**config.mk**
```make
export PLATFORM = sky130hd
export DESIGN_NAME = fetch_stage
export DESIGN_NICKNAME = d
export VERILOG_FILES = /design/src/rtl/fetch_pkg.sv /design/src/rtl/fetch_fifo.sv /design/src/rtl/fetch_stage.sv
export SDC_FILE = /design/constraint.sdc
export NUM_CORES = 1
export LEC_CHECK = 0
export CORE_AREA = 2 2 174 176
export DETAILED_ROUTE_END_ITERATION = 8
export DIE_AREA = 0 0 176 178
export GPL_TIMING_DRIVEN = 0
export HOLD_SLACK_MARGIN = 0.08
export PLACE_DENSITY = 0.8
export SLEW_MARGIN = 20
export SYNTH_ARGS = -nofsm -noshare
export SYNTH_HDL_FRONTEND = slang
export SYNTH_SLANG_ARGS = --single-unit
```
**constraint.sdc**
```tcl
create_clock -name clk -period 6.95 [get_ports clk]
set_clock_uncertainty 0.15 [all_clocks]
set_input_delay 1.39 -clock clk [delete_from_list [all_inputs] [get_ports clk]]
set_output_delay 1.39 -clock clk [all_outputs]
set_load 0.02 [all_outputs]
```
**src/rtl/fetch_pkg.sv**
```systemverilog
// ---------------------------------------------------------------------------
// fetch_pkg
// Shared types and constants for the instruction-fetch stage.
//   XLEN_DEFAULT  : default datapath / address width
//   NOP_INSTR     : canonical RISC-V NOP (addi x0, x0, 0) used for bubbles
//   fetch_state_t : fetch control state (BOOT, RUN, DRAIN)
//   if_id_t       : IF/ID pipeline register layout at the default XLEN, as
//                   seen by the decode stage
// ---------------------------------------------------------------------------
package fetch_pkg;

    localparam int unsigned XLEN_DEFAULT = 32;
    localparam logic [31:0] NOP_INSTR    = 32'h0000_0013;

    typedef enum logic [1:0] {
        BOOT,
        RUN,
        DRAIN
    } fetch_state_t;

    typedef struct packed {
        logic                    valid;
        logic [31:0]             instr;
        logic [XLEN_DEFAULT-1:0] pc;
        logic [XLEN_DEFAULT-1:0] pc_plus4;
    } if_id_t;

    // Saturating 32-bit increment for event counters.
    function automatic logic [31:0] sat_inc32(input logic [31:0] value);
        return (value == 32'hFFFF_FFFF) ? value : value + 32'd1;
    endfunction

endpackage

```
**src/rtl/fetch_fifo.sv**
```systemverilog
// ---------------------------------------------------------------------------
// fetch_fifo
// Parameterised synchronous FIFO with a synchronous clear.
//   WIDTH, DEPTH : entry width and entry count (DEPTH a power of 2, >= 2)
// Ports:
//   clk, rst_n        : clock, asynchronous active-low reset
//   clr               : synchronous clear, wins over push and pop
//   push, push_data   : write an entry (ignored when full unless popping)
//   pop, pop_data     : remove the head; pop_data always shows the head
//   full, empty, count: occupancy status
// ---------------------------------------------------------------------------
module fetch_fifo #(
    parameter int unsigned WIDTH = 32,
    parameter int unsigned DEPTH = 2
) (
    input  logic                     clk,
    input  logic                     rst_n,
    input  logic                     clr,
    input  logic                     push,
    input  logic [WIDTH-1:0]         push_data,
    input  logic                     pop,
    output logic [WIDTH-1:0]         pop_data,
    output logic                     full,
    output logic                     empty,
    output logic [$clog2(DEPTH):0]   count
);

    localparam int unsigned AW = $clog2(DEPTH);
    localparam int unsigned CW = AW + 1;

    logic [WIDTH-1:0] mem [DEPTH];
    logic [AW-1:0]    wr_ptr_q;
    logic [AW-1:0]    rd_ptr_q;
    logic [CW-1:0]    cnt_q;
    logic             do_push;
    logic             do_pop;

    assign empty    = (cnt_q == '0);
    assign full     = (cnt_q == CW'(DEPTH));
    assign count    = cnt_q;
    assign pop_data = mem[rd_ptr_q];

    assign do_pop  = pop && !empty;
    assign do_push = push && (!full || do_pop);

    // NOTE: sequential state uses non-blocking assignments so every flop
    // samples the pre-edge value of its neighbours, independent of block order.
    always_ff @(posedge clk or negedge rst_n) begin
        if (!rst_n) begin
            wr_ptr_q <= '0;
            rd_ptr_q <= '0;
            cnt_q    <= '0;
        end else if (clr) begin
            wr_ptr_q <= '0;
            rd_ptr_q <= '0;
            cnt_q    <= '0;
        end else begin
            if (do_push) wr_ptr_q <= wr_ptr_q + AW'(1);
            if (do_pop)  rd_ptr_q <= rd_ptr_q + AW'(1);
            cnt_q <= cnt_q + CW'(do_push) - CW'(do_pop);
        end
    end

    // NOTE: storage is not reset; the pointers and count define which entries
    // are meaningful, so resetting the array would only add reset fan-out.
    always_ff @(posedge clk) begin
        if (do_push && !clr) mem[wr_ptr_q] <= push_data;
    end

endmodule

```
**src/rtl/fetch_stage.sv**
```systemverilog
// ---------------------------------------------------------------------------
// fetch_stage
// Instruction-fetch stage of the 5-stage in-order core. Owns the PC, issues
// in-order requests to instruction memory, buffers returned words and drives
// the IF/ID pipeline register toward decode.
//
// Parameters: XLEN (address width), RESET_PC, BUF_DEPTH (max requests in
// flight plus buffered instructions; power of 2, >= 2).
//
// Ports:
//   clk, rst_n                    : clock, asynchronous active-low reset
//   stall_fetch_i                 : freeze PC, issue no new requests
//   stall_decode_i                : hold IF/ID
//   flush_decode_i                : kill IF/ID contents
//   redirect_valid_i/redirect_pc_i: taken branch/jump from execute
//   imem_req_valid_o/ready_i/addr_o : request channel (valid/ready)
//   imem_rsp_valid_i/data_i       : in-order response channel (valid only)
//   valid_dec_o, instr_dec_o, pc_dec_o, pc_plus4_dec_o : IF/ID register
//
// Optional build macro FETCH_PERF_CNT_EN adds saturating counters
// perf_bubble_cnt_o (bubbles loaded, flush excluded) and perf_redirect_cnt_o.
// ---------------------------------------------------------------------------
module fetch_stage
    import fetch_pkg::*;
#(
    parameter int unsigned     XLEN      = XLEN_DEFAULT,
    parameter logic [XLEN-1:0] RESET_PC  = '0,
    parameter int unsigned     BUF_DEPTH = 2
) (
    input  logic            clk,
    input  logic            rst_n,
    input  logic            stall_fetch_i,
    input  logic            stall_decode_i,
    input  logic            flush_decode_i,
    input  logic            redirect_valid_i,
    input  logic [XLEN-1:0] redirect_pc_i,
    output logic            imem_req_valid_o,
    input  logic            imem_req_ready_i,
    output logic [XLEN-1:0] imem_req_addr_o,
    input  logic            imem_rsp_valid_i,
    input  logic [31:0]     imem_rsp_data_i,
    output logic            valid_dec_o,
    output logic [31:0]     instr_dec_o,
    output logic [XLEN-1:0] pc_dec_o,
    output logic [XLEN-1:0] pc_plus4_dec_o
`ifdef FETCH_PERF_CNT_EN
    ,
    output logic [31:0]     perf_bubble_cnt_o,
    output logic [31:0]     perf_redirect_cnt_o
`endif
);

    localparam int unsigned   CW        = $clog2(BUF_DEPTH) + 1;
    localparam logic [CW:0]   DEPTH_LIM = (CW + 1)'(BUF_DEPTH);

    typedef struct packed {
        logic [XLEN-1:0] pc;
        logic [XLEN-1:0] pc_plus4;
        logic [31:0]     instr;
    } fetch_entry_t;

    typedef struct packed {
        logic         valid;
        fetch_entry_t entry;
    } if_id_reg_t;

    localparam if_id_reg_t BUBBLE = '{
        valid: 1'b0,
        entry: '{pc: '0, pc_plus4: '0, instr: NOP_INSTR}
    };

    fetch_state_t  state_q;
    logic [XLEN-1:0] pc_q;
    logic [CW-1:0] drop_q;
    if_id_reg_t    if_id_q;

    logic [CW-1:0]   inflight_cnt;
    logic [CW-1:0]   buf_cnt;
    logic [XLEN-1:0] inflight_pc;
    logic            inflight_full;
    logic            inflight_empty;
    logic            buf_full;
    logic            buf_empty;
    fetch_entry_t    buf_head;
    fetch_entry_t    rsp_entry;

    logic          req_valid;
    logic          req_fire;
    logic          rsp_keep;
    logic          rsp_drop;
    logic [CW-1:0] redirect_drop;
    logic          if_load;
    logic          take_head;
    logic          take_rsp;
    logic          buf_push;
    logic          unused_flags;

    assign unused_flags = &{1'b0, inflight_full, inflight_empty, buf_full};

    // ------------------------------------------------------------------
    // Request issue. Occupancy counts slots already promised to the
    // buffer, so an accepted request always has room for its response.
    // Only registered counts feed this, never the response channel.
    // ------------------------------------------------------------------
    assign req_valid = (state_q != BOOT) && !stall_fetch_i && !redirect_valid_i &&
                       (({1'b0, inflight_cnt} + {1'b0, buf_cnt}) < DEPTH_LIM);
    assign req_fire  = req_valid && imem_req_ready_i;

    assign imem_req_valid_o = req_valid;
    assign imem_req_addr_o  = pc_q;

    // ------------------------------------------------------------------
    // Response handling. Stale responses (drop_q > 0, or any response in a
    // redirect cycle) are consumed without reaching the buffer.
    // ------------------------------------------------------------------
    assign rsp_keep = imem_rsp_valid_i && (drop_q == '0) && !redirect_valid_i;
    assign rsp_drop = imem_rsp_valid_i && (drop_q != '0) && !redirect_valid_i;

    // The response arriving in the redirect cycle is already gone, so it
    // is not counted among the requests still to be dropped.
    assign redirect_drop = inflight_cnt - CW'(imem_rsp_valid_i);

    // NOTE: every always_comb output gets a default first so no path leaves
    // it unassigned, which would infer a latch.
    always_comb begin
        rsp_entry          = '0;
        rsp_entry.pc       = inflight_pc;
        rsp_entry.pc_plus4 = inflight_pc + XLEN'(4);
        rsp_entry.instr    = imem_rsp_data_i;
    end

    // IF/ID takes the buffer head first; with an empty buffer a kept
    // response bypasses straight into IF/ID for single-cycle latency.
    // In a redirect cycle the buffer holds wrong-path work, so nothing
    // is taken from it.
    assign if_load   = !flush_decode_i && !stall_decode_i;
    assign take_head = if_load && !buf_empty && !redirect_valid_i;
    assign take_rsp  = if_load && buf_empty && rsp_keep;
    assign buf_push  = rsp_keep && !take_rsp;

    fetch_fifo #(
        .WIDTH (XLEN),
        .DEPTH (BUF_DEPTH)
    ) u_inflight_q (
        .clk       (clk),
        .rst_n     (rst_n),
        .clr       (1'b0),
        .push      (req_fire),
        .push_data (pc_q),
        .pop       (imem_rsp_valid_i),
        .pop_data  (inflight_pc),
        .full      (inflight_full),
        .empty     (inflight_empty),
        .count     (inflight_cnt)
    );

    fetch_fifo #(
        .WIDTH ($bits(fetch_entry_t)),
        .DEPTH (BUF_DEPTH)
    ) u_instr_buf (
        .clk       (clk),
        .rst_n     (rst_n),
        .clr       (redirect_valid_i),
        .push      (buf_push),
        .push_data (rsp_entry),
        .pop       (take_head),
        .pop_data  (buf_head),
        .full      (buf_full),
        .empty     (buf_empty),
        .count     (buf_cnt)
    );

    // ------------------------------------------------------------------
    // Control FSM with PC and drop counter. Redirect overrides everything,
    // including stall_fetch_i.
    // ------------------------------------------------------------------
    always_ff @(posedge clk or negedge rst_n) begin
        if (!rst_n) begin
            state_q <= BOOT;
            pc_q    <= RESET_PC;
            drop_q  <= '0;
        end else begin
            if (redirect_valid_i) begin
                pc_q   <= redirect_pc_i;
                drop_q <= redirect_drop;
            end else begin
                if (req_fire) pc_q   <= pc_q + XLEN'(4);
                if (rsp_drop) drop_q <= drop_q - CW'(1);
            end

            unique case (state_q)
                BOOT: state_q <= RUN;
                RUN: begin
                    if (redirect_valid_i && (redirect_drop != '0)) state_q <= DRAIN;
                end
                DRAIN: begin
                    if (redirect_valid_i) begin
                        state_q <= (redirect_drop != '0) ? DRAIN : RUN;
                    end else if ((drop_q == '0) || (rsp_drop && (drop_q == CW'(1)))) begin
                        state_q <= RUN;
                    end
                end
                default: state_q <= BOOT;
            endcase
        end
    end

    // ------------------------------------------------------------------
    // IF/ID register: flush, then stall, then load head / bypass / bubble.
    // ------------------------------------------------------------------
    always_ff @(posedge clk or negedge rst_n) begin
        if (!rst_n) begin
            if_id_q <= BUBBLE;
        end else if (flush_decode_i) begin
            if_id_q <= BUBBLE;
        end else if (!stall_decode_i) begin
            if (take_head) begin
                if_id_q <= '{valid: 1'b1, entry: buf_head};
            end else if (take_rsp) begin
                if_id_q <= '{valid: 1'b1, entry: rsp_entry};
            end else begin
                if_id_q <= BUBBLE;
            end
        end
    end

    assign valid_dec_o    = if_id_q.valid;
    assign instr_dec_o    = if_id_q.entry.instr;
    assign pc_dec_o       = if_id_q.entry.pc;
    assign pc_plus4_dec_o = if_id_q.entry.pc_plus4;

`ifdef FETCH_PERF_CNT_EN
    logic [31:0] bubble_cnt_q;
    logic [31:0] redirect_cnt_q;
    logic        load_bubble;

    assign load_bubble = if_load && !take_head && !take_rsp;

    always_ff @(posedge clk or negedge rst_n) begin
        if (!rst_n) begin
            bubble_cnt_q   <= '0;
            redirect_cnt_q <= '0;
        end else begin
            if (load_bubble)      bubble_cnt_q   <= sat_inc32(bubble_cnt_q);
            if (redirect_valid_i) redirect_cnt_q <= sat_inc32(redirect_cnt_q);
        end
    end

    assign perf_bubble_cnt_o   = bubble_cnt_q;
    assign perf_redirect_cnt_o = redirect_cnt_q;
`endif

endmodule

```
==> flow_summary.toml <==
[die]
start_util_pct = 55.6
die_width_um = 176
ios = 202
coreArea_um2 = 29400
num_rows = 63
dieArea_um2 = 31300
die_h_um = 178

[setup_path]
critPathKind = "input port to output pin"
startpoint_type = "input port"
required_ps = 5410
worst_r2r_path_depth = 11
end_kind = "output pin"
crit_arrival_ps = 3210
crit_fanout = 4

[global_route]
grt_pass1_vias = 11100
grt_max_degree = 74
gr-total-overflow = 0
grt_use_total_pct = 25.7
grt_pass1_wl_mm = 62.1
antenna_found_initial = 0

[run]
cap_violations = 0

[clock_network]
cts-root-buf = "clkbuf_16"
insertion_delay_ps = 530
clockBufferDepth = 3
holdBufCountCts = 0
cts_resized = 0
cts_sinks = 391
h-tree-depth = 2
cts_setup_buffers = 0
clk_pin_slew_ps = 60
tritoncts = "done"
cts_buffers = 40

[timing]
period_minus_slack_ps = 4750
fin_crit_sh_pct = 68.3
fmax_ghz = 0.211
final-setup-viol-count = 0
hold_ws_ps = 354
hold_viol_final = 0
finalMaxSlewViolations = 0
rsz0062_at_grt = "no"
tightestPinTransition_ps = 945
slew_headroom_pct = 37.0

[logic_synthesis]
synth_ff_type = "edfxtp_1"
synth_seq_area_share_pct = 67.6
avgSynthCellArea_um2 = 13.8
synth_fp_nets = 1268
synth_seq_cells = 391
ys_types = 60
async_flop_share_pct = 35.5
synth_area_um2 = 16300
synth_cells = 1186
yosysWarnings = 0
synth-edff-count = 252

[cells_and_area]
seqCellArea_um2 = 11000
layout-drive-gt1-share_pct = 8.03
nNetsFinal = 1519
area_growth_pct = 24.8
multi_input_area_um2 = 4940
fillers = 1967
diodes = 0
instances_no_fill = 1859

[placed_design]
place_hpwl_mm = 28.1
io_buffers = 201
place_congestion = 0.860
dp.cells = 1785

[run_status]
status = "finished, final reports clean"

[routing]
ant_nets = 0
vias = 11200
dr.pass1.iters = 5
drtIter0Drc = 1000
drt_wl_total_mm = 40.2
vias_per_cell = 6.00
wl_per_cell_um = 21.6
drc_errors = 0

[power]
comb_power_share_pct = 16.9
p_per_area_nw_per_um2 = 296
leakagePower_uw = 0.00730
seqPwrFrac_pct = 46.7
p_sw_share_pct = 26.5
p_total_uw = 6030
vdd_ir_drop_max_mv = 0.199
internal_power_uw = 4440
power_switching_uw = 1600
clockPowerShare_pct = 36.4

[hold_path]
whs_path_depth = 2
min_path_type = "register to register"
==> cells in the final DEF, fill, tap and decap left out, types with 8 or more instances in the layout <==
| cell type | instances |
|---|---|
| a21oi_1 | 20 |
| a221o_1 | 27 |
| a22oi_1 | 53 |
| a31oi_1 | 10 |
| and3_1 | 10 |
| buf_1 | 9 |
| buf_2 | 9 |
| clkbuf_1 | 55 |
| clkbuf_16 | 41 |
| clkbuf_8 | 9 |
| clkdlybuf4s50_1 | 200 |
| dfrtp_1 | 136 |
| edfxtp_1 | 252 |
| ha_1 | 9 |
| inv_1 | 28 |
| mux2_2 | 21 |
| mux2i_1 | 113 |
| nand2_1 | 84 |
| nand2b_1 | 8 |
| nand3_1 | 42 |
| nand3b_1 | 8 |
| nand4_1 | 15 |
| nor2_1 | 60 |
| nor2b_1 | 10 |
| o211ai_1 | 8 |
| o21ai_0 | 74 |
| o221ai_1 | 15 |
| o311ai_0 | 9 |
| xnor2_1 | 25 |
==> logic make-up (layout without fill, tap and decap cells) <==
group / after synthesis / in the layout / synth area share, %
xor+xnor: 32 / 32 / 1.71
mux: 134 / 134 / 8.37
buf+inv: 91 / 374 / 2.30
compound gates: 244 / 244 / 10.4
flops: 391 / 391 / 67.6
simple gates: 283 / 283 / 8.76
fa+ha+maj: 11 / 11 / 0.873
==> stage by stage <==
stage | TNS [ps] | worst slack, ps | cell area [um^2] | utilization, %
finish | 0 | 2200 | 20400 | 69.4
global route | 0 | 2100 | 20400 | 69.4
CTS | 0 | 2160 | 20400 | 69.4
detailed placement | 0 | 2180 | 19000 | 64.7
global placement | -558910 | -3200 | 18800 | 64.1
floorplan | 0 | 18.7 | 16300 | -
==> synthesized netlist by cell type, drive strengths merged (15+ instances only) <==
cell / n / area share [%]
edfxtp: 252 / 46
mux2i: 113 / 6.9
a21oi: 20 / 0.61
buf: 22 / 0.71
nor2: 60 / 1.4
inv: 28 / 0.64
a22oi: 53 / 2.4
nand4: 17 / 0.73
dfrtp: 136 / 21
mux2: 21 / 1.4
nand3: 43 / 1.3
clkbuf: 41 / 0.94
o21ai: 74 / 2.3
o221ai: 15 / 0.80
nand2: 84 / 1.9
a221o: 27 / 1.7
xnor2: 25 / 1.3
==> sequential cells by signal, indices dropped and copies added (netlist names), 2 cells and up <==
signal	flops
drop_q	2
instr_dec_o	32
u_inflight_q.mem	64
u_instr_buf.count	2
pc_dec_o	32
imem_req_addr_o	32
u_instr_buf.mem	188
u_inflight_q.count	2
state_q	2
pc_plus4_dec_o	30
==> power groups by stage <==
| stage | registers (uW) | clock network [uW] | logic, uW |
|---|---|---|---|
| 2_1_floorplan | 2890 | 0 | 552 |
| 3_3_place_gp | 2860 | 0 | 963 |
| 3_5_place_dp | 2860 | 0 | 1010 |
| 4_1_cts | 2810 | 2210 | 1020 |
| 5_1_grt | 2830 | 2310 | 1090 |
| 6_report | 2820 | 2190 | 1020 |
==> critical path, stage by stage <==
cell	delay, ps
clkdlybuf4s50_1	470
nor4_1	530
and2_1	210
clkdlybuf4s50_1	610
==> path summary, 6_finish.rpt <==
path / from / end / slack [ps]
setup / recovery: redirect_valid_i / imem_req_valid_o / 2200
hold / removal: pc_dec_o[5]$_DFFE_PN0P_ / pc_dec_o[5]$_DFFE_PN0P_ / 350
setup reg to reg: u_inflight_q.rd_ptr_q$_DFFE_PN0N_ / pc_plus4_dec_o[22]$_DFFE_PN0P_ / 2960
hold reg to reg: pc_dec_o[5]$_DFFE_PN0P_ / pc_dec_o[5]$_DFFE_PN0P_ / 350
max in group asynchronous: rst_n / instr_dec_o[4]$_DFFE_PN1P_ / 5130
min in group asynchronous: rst_n / instr_dec_o[3]$_DFFE_PN0P_ / 670
==> final cells by class <==
| type | count | area share (%) |
|---|---|---|
| plain buffers | 63 | 1.33 |
| inverters | 28 | 0.515 |
| well taps | 390 | 2.39 |
| clock buffers | 64 | 5.90 |
| multi-input cells | 704 | 24.2 |
| flip-flops and latches | 391 | 54.2 |
| clock inverters | 10 | 0.761 |
| repair buffers | 209 | 10.7 |
==> layer usage <==
layer / up-vias / track usage [%] / share of wire, %
met5: - / 0 / 0
met4: 0 / 9.61 / 3.2
met3: 67 / 4.41 / 7.4
met2: 513 / 41.1 / 47
met1: 5521 / 35.9 / 42
li1: 5061 / - / -
Note: power is estimated with default switching activity, not from simulation.
